$ cat config.mk
export PLATFORM = sky130hd
export DESIGN_NAME = key_press_conditioner_flat
export DESIGN_NICKNAME = d
export VERILOG_FILES = /design/src/rtl/key_press_conditioner_if.sv /design/src/rtl/key_press_conditioner.sv /design/src/flat_wrapper.sv
export SDC_FILE = /design/constraint.sdc
export NUM_CORES = 1
export LEC_CHECK = 0
export ABC_AREA = 1
export BUFFER_PORTS_ARGS = -buffer_cell sky130_fd_sc_hd__buf_2
export CAP_MARGIN = 20
export CORE_MARGIN = 4
export CORE_UTILIZATION = 55
export DETAILED_ROUTE_END_ITERATION = 10
export GPL_TIMING_DRIVEN = 0
export HOLD_SLACK_MARGIN = 0.08
export MAX_ROUTING_LAYER = met4
export PLACE_DENSITY = 0.72
export RECOVER_POWER = 100
export SETUP_SLACK_MARGIN = 0.05
export SYNTH_ARGS = -nofsm -noshare
export SYNTH_HDL_FRONTEND = slang
export SYNTH_SLANG_ARGS = --single-unit
$ cat constraint.sdc
create_clock -name CLOCK_50 -period 2.3 [get_ports CLOCK_50]
set_clock_uncertainty 0.1 [all_clocks]
set_input_delay 0.46 -clock CLOCK_50 [delete_from_list [all_inputs] [get_ports CLOCK_50]]
set_output_delay 0.46 -clock CLOCK_50 [all_outputs]
set_load 0.05 [all_outputs]
$ cat src/rtl/key_press_conditioner_if.sv
// Signal bundle between the key conditioner and its consumer: raw keys and
// repeat enables in, registered per-key event pulses and FSM state out.
interface key_press_conditioner_if #(
    parameter int N_KEYS = 4
);
    // There is no back-pressure: each *_pulse bit is a self-qualifying
    // one-cycle strobe that the consumer must take on the cycle it is high.
    logic [N_KEYS-1:0]   KEY;
    logic [N_KEYS-1:0]   repeat_en;
    logic [N_KEYS-1:0]   press_pulse;
    logic [N_KEYS-1:0]   step_pulse;
    logic [N_KEYS-1:0]   release_pulse;
    logic [N_KEYS-1:0]   held;
    logic [2*N_KEYS-1:0] fsm_state;

    modport master (
        output KEY,
        output repeat_en,
        input  press_pulse,
        input  step_pulse,
        input  release_pulse,
        input  held,
        input  fsm_state
    );

    modport slave (
        input  KEY,
        input  repeat_en,
        output press_pulse,
        output step_pulse,
        output release_pulse,
        output held,
        output fsm_state
    );
endinterface

$ cat src/rtl/key_press_conditioner.sv
// Per-key synchronizer, debouncer and press/hold/auto-repeat FSM that turns
// raw active-low push buttons into clean one-cycle event pulses.
module key_press_conditioner #(
    parameter int N_KEYS       = 4,
    parameter int DEBOUNCE_CYC = 1_000_000,
    parameter int HOLD_CYC     = 25_000_000,
    parameter int REPEAT_CYC   = 5_000_000
) (
    input  logic                    CLOCK_50,
    input  logic                    RESET_N,
    key_press_conditioner_if.slave  bus
);
    localparam int DW   = $clog2(DEBOUNCE_CYC + 1);
    localparam int TMAX = (HOLD_CYC > REPEAT_CYC) ? HOLD_CYC : REPEAT_CYC;
    localparam int TW   = $clog2(TMAX + 1);

    localparam logic [DW-1:0] DEB_LAST  = DW'(DEBOUNCE_CYC - 1);
    localparam logic [TW-1:0] HOLD_LAST = TW'(HOLD_CYC - 1);
    localparam logic [TW-1:0] REP_LAST  = TW'(REPEAT_CYC - 1);

    typedef enum logic [1:0] {
        ST_IDLE   = 2'd0,
        ST_HOLD   = 2'd1,
        ST_REPEAT = 2'd2
    } state_t;

    logic [N_KEYS-1:0]   press_vec;
    logic [N_KEYS-1:0]   step_vec;
    logic [N_KEYS-1:0]   release_vec;
    logic [N_KEYS-1:0]   held_vec;
    logic [2*N_KEYS-1:0] state_vec;

    for (genvar k = 0; k < N_KEYS; k++) begin : g_key
        logic          sync1_q;
        logic          sync2_q;
        logic          stable_q;
        logic          stable_d;
        logic [DW-1:0] dcnt_q;
        logic [DW-1:0] dcnt_d;
        state_t        state_q;
        state_t        state_d;
        logic [TW-1:0] timer_q;
        logic [TW-1:0] timer_d;
        logic          press_q;
        logic          press_d;
        logic          step_q;
        logic          step_d;
        logic          rel_q;
        logic          rel_d;
        logic          held_q;
        logic          pressed;

        // Synchronizer resets to the released level so reset never looks like a press.
        always_ff @(posedge CLOCK_50 or negedge RESET_N) begin
            if (!RESET_N) begin
                sync1_q <= 1'b1;
                sync2_q <= 1'b1;
            end else begin
                sync1_q <= bus.KEY[k];
                sync2_q <= sync1_q;
            end
        end

        // A level change is accepted only after DEBOUNCE_CYC disagreeing cycles in a row.
        always_comb begin
            stable_d = stable_q;
            dcnt_d   = '0;
            if (sync2_q != stable_q) begin
                if (dcnt_q == DEB_LAST) begin
                    stable_d = sync2_q;
                end else begin
                    dcnt_d = dcnt_q + 1'b1;
                end
            end
        end

        always_ff @(posedge CLOCK_50 or negedge RESET_N) begin
            if (!RESET_N) begin
                stable_q <= 1'b1;
                dcnt_q   <= '0;
            end else begin
                stable_q <= stable_d;
                dcnt_q   <= dcnt_d;
            end
        end

        assign pressed = ~stable_q;

        // Release wins over timer expiry; dropping repeat_en parks the timer at zero.
        always_comb begin
            state_d = state_q;
            timer_d = timer_q;
            press_d = 1'b0;
            step_d  = 1'b0;
            rel_d   = 1'b0;
            case (state_q)
                ST_IDLE: begin
                    timer_d = '0;
                    if (pressed) begin
                        state_d = ST_HOLD;
                        press_d = 1'b1;
                        step_d  = 1'b1;
                    end
                end
                ST_HOLD: begin
                    if (!pressed) begin
                        state_d = ST_IDLE;
                        rel_d   = 1'b1;
                        timer_d = '0;
                    end else if (!bus.repeat_en[k]) begin
                        timer_d = '0;
                    end else if (timer_q == HOLD_LAST) begin
                        state_d = ST_REPEAT;
                        step_d  = 1'b1;
                        timer_d = '0;
                    end else begin
                        timer_d = timer_q + 1'b1;
                    end
                end
                ST_REPEAT: begin
                    if (!pressed) begin
                        state_d = ST_IDLE;
                        rel_d   = 1'b1;
                        timer_d = '0;
                    end else if (!bus.repeat_en[k]) begin
                        state_d = ST_HOLD;
                        timer_d = '0;
                    end else if (timer_q == REP_LAST) begin
                        step_d  = 1'b1;
                        timer_d = '0;
                    end else begin
                        timer_d = timer_q + 1'b1;
                    end
                end
                default: begin
                    state_d = ST_IDLE;
                    timer_d = '0;
                end
            endcase
        end

        always_ff @(posedge CLOCK_50 or negedge RESET_N) begin
            if (!RESET_N) begin
                state_q <= ST_IDLE;
                timer_q <= '0;
                press_q <= 1'b0;
                step_q  <= 1'b0;
                rel_q   <= 1'b0;
                held_q  <= 1'b0;
            end else begin
                state_q <= state_d;
                timer_q <= timer_d;
                press_q <= press_d;
                step_q  <= step_d;
                rel_q   <= rel_d;
                held_q  <= (state_d != ST_IDLE);
            end
        end

        assign press_vec[k]        = press_q;
        assign step_vec[k]         = step_q;
        assign release_vec[k]      = rel_q;
        assign held_vec[k]         = held_q;
        assign state_vec[2*k +: 2] = state_q;
    end

    assign bus.press_pulse   = press_vec;
    assign bus.step_pulse    = step_vec;
    assign bus.release_pulse = release_vec;
    assign bus.held          = held_vec;
    assign bus.fsm_state     = state_vec;

endmodule

$ cat src/flat_wrapper.sv
// flat-port wrapper written by rule: the top's interface ports become plain ports
module key_press_conditioner_flat 
#(
    parameter int N_KEYS       = 4,
    parameter int DEBOUNCE_CYC = 1_000_000,
    parameter int HOLD_CYC     = 25_000_000,
    parameter int REPEAT_CYC   = 5_000_000
)
  (CLOCK_50, RESET_N, bus_KEY, bus_repeat_en, bus_press_pulse, bus_step_pulse, bus_release_pulse, bus_held, bus_fsm_state);
  key_press_conditioner_if #(.N_KEYS(N_KEYS)) bus_i ();
  input  logic CLOCK_50;
  input  logic RESET_N;
  input wire logic [$bits(bus_i.KEY)-1:0] bus_KEY;
  input wire logic [$bits(bus_i.repeat_en)-1:0] bus_repeat_en;
  output wire logic [$bits(bus_i.press_pulse)-1:0] bus_press_pulse;
  output wire logic [$bits(bus_i.step_pulse)-1:0] bus_step_pulse;
  output wire logic [$bits(bus_i.release_pulse)-1:0] bus_release_pulse;
  output wire logic [$bits(bus_i.held)-1:0] bus_held;
  output wire logic [$bits(bus_i.fsm_state)-1:0] bus_fsm_state;
  assign bus_i.KEY = bus_KEY;
  assign bus_i.repeat_en = bus_repeat_en;
  assign bus_press_pulse = bus_i.press_pulse;
  assign bus_step_pulse = bus_i.step_pulse;
  assign bus_release_pulse = bus_i.release_pulse;
  assign bus_held = bus_i.held;
  assign bus_fsm_state = bus_i.fsm_state;
  key_press_conditioner #(.N_KEYS(N_KEYS), .DEBOUNCE_CYC(DEBOUNCE_CYC), .HOLD_CYC(HOLD_CYC), .REPEAT_CYC(REPEAT_CYC)) u_core (.CLOCK_50(CLOCK_50), .RESET_N(RESET_N), .bus(bus_i));
endmodule
## After elaboration in Yosys (flattened, before gate mapping)

Cells that the tools add are included.

| word-level totals | value |
|---|---|
| register bits | 216 |
| bits of input ports | 10 |
| output and inout port bits | 24 |
| logic and storage cells | 196 |

| cells by class | value |
|---|---|
| add/sub/neg operators | 8 |
| equality and inequality tests | 24 |
| multiplexer cells | 108 |
| reduce and logical (&&, ||, !) cells | 16 |

Operator list:

| operator | count |
|---|---|
| $mux W25 | 24 |
| $pmux W25 S2 | 4 |
| $mux W20 | 8 |
| $add A25 B1 Y25 const B | 4 |
| $eq A25 B23 Y1 const B | 4 |
| $eq A25 B25 Y1 const B | 4 |
| $add A20 B1 Y20 const B | 4 |
| $eq A20 B20 Y1 const B | 4 |
| $mux W2 | 24 |
| $mux W1 | 40 |
| $pmux W2 S3 | 4 |
| $pmux W1 S3 | 4 |
| $eq A2 B1 Y1 const B | 4 |
| $eq A2 B2 Y1 const B | 4 |
| $logic_not A2 Y1 | 4 |
| $reduce_and A2 Y1 | 4 |
| $reduce_bool A2 Y1 | 4 |
| $reduce_or A2 Y1 | 4 |
| $ne A1 B1 Y1 | 4 |

## Logic depth before layout (Yosys ltp)

| depth | value |
|---|---|
| depth after elaboration | 6 |
| gate-level depth with buffers | 12 |
| depth with buffers taken out | 12 |

## Least setup slack after synthesis

No wires, ideal clock.

| timing path | value |
|---|---|
| path type | register to register |
| start point | register u_core.g_key[3].state_q[0] |
| end point | register u_core.g_key[3].timer_q[13] |
| setup time | 0.086 ns |
| arrival | 1.795 ns |
| data required time | 2.114 ns |
| setup slack | 0.319 ns |
| stages on the path, launching flop included | 7 |
| path buffers | 1 |
| period minus slack after synthesis | 1.981 ns |
| path through | dfrtp_1 > inv_1 > ha_1 > nor3b_1 > nand2_2 > buf_6 > nor3_1 |

| between the ends | value |
|---|---|
| word-level cells in the longest chain between the ends | 2 |
| elaborated cells on any way between the ends | 3 |
| those cells by class | eq/ne: 2; mux: 1 |

Ends and longest elaborated chain:

| what | RTL line | RTL |
|---|---|---|
| start, declared | key_press_conditioner.sv:40 | `state_t state_q;` |
| start signal, assigned | key_press_conditioner.sv:151 | `state_q <= state_d;` |
| $eq A2 B2 Y1 or $eq A2 B1 Y1 (tied branches) | key_press_conditioner.sv:96 | `case (state_q)` |
| $pmux W25 S2 (*) | key_press_conditioner.sv:96 |  |
| named net u_core.g_key[3].timer_d[13] | key_press_conditioner.sv:43 | `logic [TW-1:0] timer_d;` |
| end signal, assigned | key_press_conditioner.sv:152 | `timer_q <= timer_d;` |
| end, declared | key_press_conditioner.sv:42 | `logic [TW-1:0] timer_q;` |

Mark *: on every way through the listed nets, which the timed path passes. The rest lies on a longest branch.
A chain may end at the register's enable or synchronous reset.

## Final worst setup path

| timing path | value |
|---|---|
| start point | register u_core.g_key[0].timer_q[0] |
| end point | register u_core.g_key[0].timer_q[7] |

| between the ends | value |
|---|---|
| word-level cells in the longest chain between the ends | 5 |
| elaborated cells on any way between the ends | 10 |
| those cells by class | add/sub: 1; eq/ne: 2; mux: 7 |

Ends and longest elaborated chain:

| what | RTL line |
|---|---|
| start, declared | key_press_conditioner.sv:42 |
| start signal, assigned | key_press_conditioner.sv:152 |
| $add A25 B1 Y25, or another cell as far along | key_press_conditioner.sv:117, key_press_conditioner.sv:132 |
| $mux W25 (on tied branches) | key_press_conditioner.sv:128, key_press_conditioner.sv:112 |
| $mux W25 (on tied branches) | key_press_conditioner.sv:125, key_press_conditioner.sv:110 |
| $mux W25 (on tied branches) | key_press_conditioner.sv:121, key_press_conditioner.sv:106 |
| $pmux W25 S2 (*) | key_press_conditioner.sv:96 |
| named net u_core.g_key[0].timer_d[7] | key_press_conditioner.sv:43 |

Marks and branches as above.

==> results.tsv <==
stage	metric	value	unit
pwr	clkPwrFrac	44.4	%
placed_design	dpl-instance-area	12450	um2
pwr	power_frac_seq	47.7	%
clocking	numCtsBuffers	25	
clocking	ctsResizeCount	0	
yosys	seq_area_frac_synth	45.52	%
setup_path	crit_required	2600	ps
outcome	status	finished clean	
detailed_routing	num_vias	9476	
detailed_routing	drt_iter0_drc	414	
worst_hold_path	whs_path_depth	5	
sta	worstMarginPinSlew	799.1	ps
yosys	avgSynthCellArea	7.865	um2
setup_path	cp-end-kind	flip-flop	
cells_and_area	drive_above_1_share	8.323	%
clocking	cts_tree	built	
yosys	synth.distinct_cells	42	
global_routing	grtUsageTotal	20.47	%
setup_path	cp_slowest_stage_delay	400	ps
setup_path	crit_type	reg -> reg	
placed_design	place_hpwl	16940	um
pwr	ir_drop	0.4955	mV
sta	rsz0062_at_grt	false	
clocking	insertion_delay	520	ps
yosys	yosysWarningCount	0	
setup_path	reg2reg_slack	260	ps
cells_and_area	fin_util	62.11	%
run	cap_viol_max_count	0	
clocking	path_clk_slew	50	ps
clocking	clock_sinks	216	
worst_hold_path	whs_endpoint	u_core.g_key[2].timer_q[21]	
setup_path	crit_buf_inv	1	
clocking	root_buffer	clkbuf_16	
sta	post-route-period-util	88.83	%
setup_path	crit_path_start_kind	flip-flop	
detailed_routing	dr.pass1.iters	5	
sta	maxSlewViolCount	0	
cells_and_area	n_antenna_cell	0	
die	die_h	155.1	um
cells_and_area	fin_area	13140	um2
detailed_routing	antenna_left	0	
detailed_routing	drcViolationCount	0	
global_routing	grt_pass1_vias	9026	
worst_hold_path	hold_start	bus_repeat_en[2]	
global_routing	grt-ovfl-total	0	
sta	slew_headroom	46.72	%
sta	holdWs	247.6	ps
sta	setup_violations	0	
pwr	power_frac_comb	7.8	%
die	dieArea	24070	um2
yosys	ys_seq_elements	216	
sta	hold_violations	0	
setup_path	reg2reg_depth	11	
detailed_routing	detail_route.wl_per_cell	12.55	um
setup_path	cp_top_family	simple AND/OR/NAND/NOR gates	
die	ioPinCount	34	
yosys	synth_area	11910	um2
cells_and_area	nets	1614	
sta	max_freq	489.5	MHz
pwr	p_int	0.006254	W
pwr	total_power	0.008266	W
clocking	htreeDepth	1	
sta	finalCriticalPeriod	2043	ps
die	core-area	21150	um2
pwr	p_switching	0.002013	W
setup_path	cp_cell_sequence	ha_1 -> nand3_1 -> nor2_4 -> nand2_2 -> nor2_2 -> nand2_1 -> nand2_1 -> nand2_2 -> nand2_4 -> buf_6 -> nor2_1	
yosys	netlist_instances	1514	
cells_and_area	fill_cells	1868	
setup_path	cp_slowest_cell	dfrtp_1	
global_routing	antenna_found_initial	0	
detailed_routing	viasPerCell	5.059	
global_routing	grt_max_degree	112	
global_routing	grt_pass1_wl	41170	um
die	rows	53	
setup_path	path_max_fanout	10	
worst_hold_path	hp-class	in -> reg	
clocking	ctsLongestPathBuffers	3	
pwr	power_density	629.2	nW/um2
yosys	syn-num-nets	1548	
placed_design	portBuffers	33	
setup_path	r2r_end	u_core.g_key[0].timer_q[7]	
pwr	p_leak	6.050	nW
sta	fin_tns_setup	0	ps
pwr	swShare	24.35	%
die	die_x	155.1	um
setup_path	worstPathArrival	2350	ps
placed_design	place_congestion	0.9310	
cells_and_area	syn_to_final_growth	10.34	%
setup_path	r2r-start	u_core.g_key[0].timer_q[0]	
die	start_util	56.29	%
detailed_routing	routed_wl	23500	um
## worst max path at each step
| stage | start | endpoint | slack (ps) | cells past startpoint |
|---|---|---|---|---|
| after global placement | RESET_N | u_core.g_key[2].timer_q[6] | -3020 | 1 |
| after CTS | u_core.g_key[0].timer_q[0] | u_core.g_key[0].timer_q[7] | 330 | 11 |
| after floorplan | u_core.g_key[3].state_q[0] | u_core.g_key[3].timer_q[13] | 320 | 6 |
| after detailed placement | u_core.g_key[0].timer_q[0] | u_core.g_key[0].timer_q[7] | 360 | 11 |
| final | u_core.g_key[0].timer_q[0] | u_core.g_key[0].timer_q[7] | 260 | 11 |
| after global routing | u_core.g_key[2].dcnt_q[0] | u_core.g_key[2].dcnt_q[19] | 90 | 10 |
## placed cells by master (no fill, tap or decap), drive strengths merged, types with 11 or more instances in the layout
cell type  count
ha            24
a21oi         24
dfstp         12
buf           33
dfrtp        204
nor3          61
nand3b        12
nor2         347
nor3b         13
nor4          11
nand2        313
xor2          62
nand3         91
clkbuf        72
o21ai         27
xnor2         30
inv          195
nand4         38
## routing by layer
metal / GRT usage, % / vias up / share of wire [%]
met1: 28.51 / 4349 / 49
met4: 4.794 / 0 / 1.6
met3: 2.949 / 35 / 4.6
met2: 32.10 / 188 / 45
li1: - / 4904 / -
met5: - / - / 0
## power groups by stage
stage / Sequential [W] / Clock [W] / Combinational [W]
after global placement: 0.00401 / 0 / 0.000658
after detailed placement: 0.00401 / 0 / 0.000673
final: 0.00395 / 0.00367 / 0.000646
after CTS: 0.00395 / 0.00377 / 0.000682
after floorplan: 0.00403 / 0 / 0.000430
after global routing: 0.00396 / 0.00393 / 0.000740
## synth_stat cells (all sizes together)
| library cell | number | area share [%] |
|---|---|---|
| or2 | 2 | 0.11 |
| a21oi | 24 | 1.0 |
| o21ai | 27 | 1.1 |
| nand2 | 313 | 10 |
| mux2 | 1 | 0.095 |
| nand3 | 91 | 4.2 |
| a41oi | 1 | 0.074 |
| nor3 | 61 | 2.9 |
| buf | 29 | 2.0 |
| inv | 194 | 6.1 |
| and3b | 1 | 0.074 |
| o22ai | 6 | 0.32 |
| dfstp | 12 | 2.6 |
| nand4 | 38 | 2.1 |
| nor2 | 347 | 12 |
| xor2 | 62 | 4.6 |
| a31oi | 5 | 0.26 |
| nor4 | 11 | 0.58 |
| xnor2 | 30 | 2.2 |
| dfrtp | 204 | 43 |
| and3 | 2 | 0.11 |
| a21boi | 1 | 0.063 |
| o21bai | 1 | 0.063 |
| o211ai | 1 | 0.063 |
| nor3b | 13 | 0.82 |
| ha | 24 | 2.5 |
| o311ai | 1 | 0.074 |
| nand3b | 12 | 0.76 |
## repair_timing
action | 4_1_cts | 5_1_grt
setup buffers | 0 | 0
endpoints found under the hold margin | 104 | 0
hold buffers | 5 | 0
## worst reg2reg max path, stage by stage (launching register included)
cell	delay, ps
dfrtp_1	400
ha_1	220
nand3_1	210
nor2_4	200
nand2_2	100
nor2_2	110
nand2_1	60
nand2_1	90
nand2_2	110
nand2_4	110
buf_6	150
nor2_1	50
## per-stage QoR
stage,cells,setup slack (ps)
floorplan,1514,319.3
global placement,1822,-3017
detailed placement,1823,359.9
CTS,1873,328.0
global route,1873,93.70
finish,1873,257.0
## final cells by class
cell class | instances | area [um2] | share of cell area, %
Sequential cell | 216 | 5420 | 41.25
Inverter | 194 | 728.2 | 5.542
Clock inverter | 3 | 18.77 | 0.1428
Tap cell | 275 | 344.1 | 2.619
Clock buffer | 42 | 739.5 | 5.628
Timing Repair Buffer | 39 | 221.5 | 1.686
Buffer | 29 | 226.5 | 1.724
Multi-Input combinational cell | 1075 | 5440 | 41.41
## sequential cells by signal, summed over array words and instances (netlist names)
| register | count |
|---|---|
| u_core.g_key.stable_q | 4 |
| u_core.g_key.press_q | 4 |
| u_core.g_key.dcnt_q | 80 |
| u_core.g_key.sync2_q | 4 |
| u_core.g_key.rel_q | 4 |
| u_core.g_key.step_q | 4 |
| u_core.g_key.state_q | 8 |
| u_core.g_key.sync1_q | 4 |
| u_core.g_key.held_q | 4 |
| u_core.g_key.timer_q | 100 |
## kinds of logic after synthesis
| family | count (synthesis) | share of synthesized area [%] |
|---|---|---|
| simple gates | 891 | 33.92 |
| buf+inv | 223 | 8.091 |
| flops | 216 | 45.52 |
| xor+xnor | 92 | 6.767 |
| compound gates | 67 | 3.089 |
| fa+ha+maj | 24 | 2.522 |
| mux | 1 | 0.09456 |
Power figures use the tool's default switching activity.
